$ cat src/rtl/fifo_rr_scheduler.sv
// fifo_rr_scheduler: round-robin producer arbitration onto one shared FIFO,
// with read slots interleaved so a valid/ready consumer is never starved.
module fifo_rr_scheduler #(
  parameter int NREQ  = 4,
  parameter int WIDTH = 8,
  parameter int DEPTH = 16
) (
  input  logic                     clk,
  input  logic                     rst_n,
  input  logic [NREQ-1:0]          req,
  input  logic [NREQ*WIDTH-1:0]    req_data,
  output logic [NREQ-1:0]          gnt,
  output logic                     out_valid,
  output logic [WIDTH-1:0]         out_data,
  input  logic                     out_ready,
  output logic [$clog2(DEPTH)-1:0] level,
  output logic                     fifo_rst,
  output logic                     fifo_wr,
  output logic                     fifo_rd,
  output logic [WIDTH-1:0]         fifo_din,
  input  logic [WIDTH-1:0]         fifo_dout,
  input  logic                     fifo_full,
  input  logic                     fifo_empty
);

  localparam int PW = $clog2(NREQ);
  localparam int LW = $clog2(DEPTH);
  localparam logic [PW:0]   NREQ_W = (PW+1)'(NREQ);
  localparam logic [PW-1:0] LAST   = PW'(NREQ-1);
  localparam logic [LW-1:0] LVL_MAX = LW'(DEPTH-1);

  typedef enum logic [1:0] {
    OP_IDLE,
    OP_WRITE,
    OP_READ
  } op_e;

  op_e             op;
  logic            fifo_rst_q;
  logic            out_valid_q, out_valid_d;
  logic            last_wr_q, last_wr_d;
  logic [PW-1:0]   rr_ptr_q, rr_ptr_d;
  logic [LW-1:0]   level_q, level_d;
  logic            rd_want;
  logic            any_req;
  logic            rd_sel;
  logic            wr_sel;
  logic            win_found;
  logic [PW-1:0]   win_idx;
  logic [PW:0]     cand;

  assign rd_want = !fifo_empty && (!out_valid_q || out_ready);
  assign any_req = |req;

  // Read takes the slot after a write, so contending sides alternate.
  assign rd_sel = !fifo_rst_q && rd_want &&
                  (last_wr_q || !any_req || fifo_full);
  assign wr_sel = !fifo_rst_q && !rd_sel &&
                  any_req && !fifo_full;

  always_comb begin
    op = OP_IDLE;
    unique case (1'b1)
      rd_sel:  op = OP_READ;
      wr_sel:  op = OP_WRITE;
      default: op = OP_IDLE;
    endcase
  end

  always_comb begin
    win_found = 1'b0;
    win_idx   = '0;
    cand      = '0;
    for (int k = 0; k < NREQ; k++) begin
      cand = {1'b0, rr_ptr_q} + (PW+1)'(k);
      if (cand >= NREQ_W) begin
        cand = cand - NREQ_W;
      end
      if (!win_found && req[cand[PW-1:0]]) begin
        win_found = 1'b1;
        win_idx   = cand[PW-1:0];
      end
    end
  end

  always_comb begin
    gnt      = '0;
    fifo_din = '0;
    for (int i = 0; i < NREQ; i++) begin
      if (op == OP_WRITE && win_idx == PW'(i)) begin
        gnt[i]   = 1'b1;
        fifo_din = req_data[i*WIDTH +: WIDTH];
      end
    end
  end

  always_comb begin
    out_valid_d = (op == OP_READ) ||
                  (out_valid_q && !out_ready);
    last_wr_d   = (op == OP_WRITE);
    rr_ptr_d    = rr_ptr_q;
    level_d     = level_q;
    unique case (op)
      OP_WRITE: begin
        rr_ptr_d = (win_idx == LAST) ? '0
                                     : win_idx + 1'b1;
        if (level_q != LVL_MAX) begin
          level_d = level_q + 1'b1;
        end
      end
      OP_READ: begin
        if (level_q != '0) begin
          level_d = level_q - 1'b1;
        end
      end
      default: ;
    endcase
  end

  always_ff @(posedge clk or negedge rst_n) begin
    if (!rst_n) begin
      fifo_rst_q  <= 1'b1;
      out_valid_q <= 1'b0;
      last_wr_q   <= 1'b0;
      rr_ptr_q    <= '0;
      level_q     <= '0;
    end else begin
      fifo_rst_q  <= 1'b0;
      out_valid_q <= out_valid_d;
      last_wr_q   <= last_wr_d;
      rr_ptr_q    <= rr_ptr_d;
      level_q     <= level_d;
    end
  end

  assign fifo_wr   = (op == OP_WRITE);
  assign fifo_rd   = (op == OP_READ);
  assign fifo_rst  = fifo_rst_q;
  assign out_valid = out_valid_q;
  assign out_data  = fifo_dout;
  assign level     = level_q;

endmodule

$ cat config.mk
export PLATFORM = sky130hd
export DESIGN_NAME = fifo_rr_scheduler
export DESIGN_NICKNAME = d
export VERILOG_FILES = /design/src/rtl/fifo_rr_scheduler.sv
export SDC_FILE = /design/constraint.sdc
export NUM_CORES = 1
export LEC_CHECK = 0
export CAP_MARGIN = 20
export CORE_ASPECT_RATIO = 0.8
export CORE_MARGIN = 2
export CORE_UTILIZATION = 31
export CTS_BUF_LIST = sky130_fd_sc_hd__clkbuf_4
export DETAILED_ROUTE_END_ITERATION = 8
export PLACE_DENSITY = 0.77
export SYNTH_ARGS = -nofsm -noshare
export SYNTH_HDL_FRONTEND = slang
export SYNTH_SLANG_ARGS = --single-unit
$ cat constraint.sdc
create_clock -name clk -period 2.7 [get_ports clk]
set_input_delay 0.54 -clock clk [delete_from_list [all_inputs] [get_ports clk]]
set_output_delay 0.54 -clock clk [all_outputs]
set_load 0.01 [all_outputs]
==> results.yml <==
worst_hold_path:
  min_path_cells: 1
  hold_start: "level[3]"
  holdPathEnd: "level[3]"
  hp-class: "flip-flop to flip-flop"
clock_network:
  cts_hold_buf: 0
  cts.sink_count: 9
  clk_path_buf_depth: 2
  clk_latency_ns: 0.26
  cts_root_buf: "clkbuf_4"
  cts_tree: "built"
  clk_pin_slew_ns: 0.06
  cts_max_level: 1
  cts_made_buffers: 3
cells_and_area:
  layout_common_cells: "clkdlybuf4s50_1, buf_4, nand2_1, buf_6, buf_2"
  drive_gt1_share_pct: 41.06
  area_growth_pct: 102.4
  seq_area_um2: 226.5
  antenna_cells: 0
  final_util_pct: 65.82
  final_area_um2: 2046
  multiInputGateArea_um2: 863.3
  fillers: 252
  final_cell_count_no_fill: 247
  final_common_cell: "clkdlybuf4s50_1"
  nNetsFinal: 266
critical_path:
  required_ns: 2.16
  end_kind: "output port"
  worstReg2RegStart: "out_valid"
  path_class: "flip-flop to output port"
  crit_arrival_ns: 2.52
  startpoint_type: "flip-flop"
  r2r_cells: 11
  r2r_end: "level[2]"
  r2r_slack_ns: 0.43
  crit_path_max_fanout: 6
run:
  maxCapViolCount: 0
placement:
  dp_hpwl_um: 2411
  place_inst: 230
  place_congestion: 0.7565
  numPortBuffers: 60
  place_area_um2: 1727
  pre_cts_slack_ns: -1.047
synthesis:
  syn-num-nets: 185
  synth_area_um2: 1011
  postSynthAreaPerCell_um2: 7.960
  synth_seq_cells: 9
  yosysWarningCount: 0
  synth_largest_area_cell: "dfrtp_1"
  syn_inst: 127
  yosysTopAreaCellShare_pct: 19.80
  netlist-cell-type-count: 37
  ys_top_cells_by_area: "dfrtp_1, ha_1, and2_1"
  ys_seq_area_share_pct: 22.40
sta:
  setup_ws_ns: -0.3634
  rsz0062_at_grt: "yes"
  setup_viol: 9
  fin_crit_ns: 3.063
  whs_ns: 0.5470
  fmax_mhz: 326.4
  hold_violations: 0
  drv_slew: 0
  skew_ns: 0.001123
  fin_crit_sh_pct: 113.5
global_routing:
  grt.total_usage_pct: 19.09
  grt_max_degree: 18
  grt_pass1_vias: 1198
  grt_pass1_wl_um: 5347
  antenna_found_initial: 0
  grt_overflow: 0
pwr:
  ir_drop_v: 0.0005102
  power.leakage_uw: 0.0009214
  p_per_area_nw_per_um2: 671.2
  seqPwrFrac_pct: 17.2
  p_int_uw: 823.8
  netSwitchingPower_uw: 549.2
  clkPwrFrac_pct: 8.4
  p_comb_share_pct: 74.3
  switching_share_pct: 40.00
floorplan:
  rows: 18
  fp.dieW_um: 67.85
  num_io_pins: 77
  start_util_pct: 32.53
  coreArea_um2: 3108
  die-area_um2: 3737
  fp.dieH_um: 55.08
routing:
  ant_nets: 0
  viasPerCell: 4.947
  dr.pass1.iters: 4
  dr.first_iter.drc_count: 41
  via_count: 1222
  wl_per_cell_um: 14.81
  drc: 0
  route.final.wire_length_um: 3659
status:
  violations: "negative setup slack"
  status: "finished, violations left"
==> repair_timing <==
action                     in CTS  in global routing
buffers inserted               13                  3
pin swaps                      25                 15
gates resized for setup        94                 27
gates cloned                    0                  1
setup endpoints to repair      15                 13
==> registers in the layout, indices dropped and copies added (netlist names) <==
signal / cells
fifo_rst: 1
last_wr_q: 1
level: 4
rr_ptr_q: 2
out_valid: 1
==> cell families after synthesis <==
kind of cell             share of synthesized area, %
buffers and inverters                           11.26
other                                          0.3709
AO/OA/AOI/OAI                                   23.89
flip-flops                                      22.40
multiplexers                                    4.331
AND/OR/NAND/NOR                                 24.14
adder cells (fa/ha/maj)                         11.88
XOR/XNOR                                        1.733
==> layer usage <==
| metal | part of all wire [%] | global-route usage (%) |
|---|---|---|
| met3 | 6.1 | 4.656 |
| met4 | 1.4 | 5.667 |
| met1 | 39 | 21.25 |
| met5 | 0 | 0 |
| met2 | 54 | 36.44 |
==> worst max path at each step <==
stage                startpoint     endpoint  slack [ns]  depth (start not counted)
floorplan                req[3]  fifo_din[0]        0.04                          9
global placement         req[3]  fifo_din[7]       -0.94                         11
detailed placement       req[3]  fifo_din[7]       -1.05                         11
CTS                 rr_ptr_q[1]  fifo_din[7]       -0.27                         11
global route        rr_ptr_q[1]  fifo_din[0]       -0.46                         10
finish              rr_ptr_q[1]  fifo_din[3]       -0.36                         11
==> Yosys cell counts <==
cell / n
nor3_1: 1
a21o_1: 1
a211o_1: 1
and3_1: 1
nand2b_1: 1
nand2_1: 13
o22a_1: 1
a311oi_2: 1
a21oi_1: 6
and2_1: 10
xnor2_1: 2
mux2_2: 3
o21ai_0: 6
a21oi_2: 1
and2_4: 1
dfrtp_1: 8
nand4b_1: 1
a21boi_0: 2
inv_1: 9
nor2_1: 5
buf_4: 8
buf_2: 1
nor4_1: 1
clkbuf_1: 4
o22ai_1: 1
fa_1: 1
conb_1: 1
mux2i_1: 1
nand3_1: 3
a221oi_1: 6
or2_2: 1
a31oi_1: 1
and2b_1: 1
o31ai_1: 7
ha_1: 8
nor2b_1: 7
dfstp_2: 1
==> per-stage QoR <==
| stage | total power [uW] | TNS (ns) |
|---|---|---|
| 2_1_floorplan | 624.2 | 0 |
| 3_3_place_gp | 910.8 | -10.63 |
| 3_5_place_dp | 944.3 | -11.61 |
| 4_1_cts | 1252 | -1.367 |
| 5_1_grt | 1478 | -3.185 |
| 6_report | 1373 | -2.134 |
==> critical path, cell delays in order, from the launching register on <==
cell and delay [ns]:
dfrtp_1 0.42, mux2i_1 0.14, and2_4 0.15, a311oi_4 0.35, inv_2 0.11, ha_4 0.17
and2b_4 0.19, buf_4 0.14, a221oi_2 0.20, o31ai_1 0.11, and2_1 0.14, buf_2 0.14
==> cell type report <==
type | instances | share of cell area, %
sequential | 9 | 11.07
tap | 40 | 2.446
inverter | 9 | 1.651
multi-input combinational | 96 | 42.20
timing repair buffer | 89 | 41.16
clock buffer | 4 | 1.468
==> power groups by stage <==
stage	Combinational (uW)	Clock (uW)	Sequential, uW
2_1_floorplan	383	0	241
3_3_place_gp	681	0	230
3_5_place_dp	713	0	231
4_1_cts	901	119	232
5_1_grt	1100	132	245
6_report	1020	115	237
(Power assumes the default switching activity.)
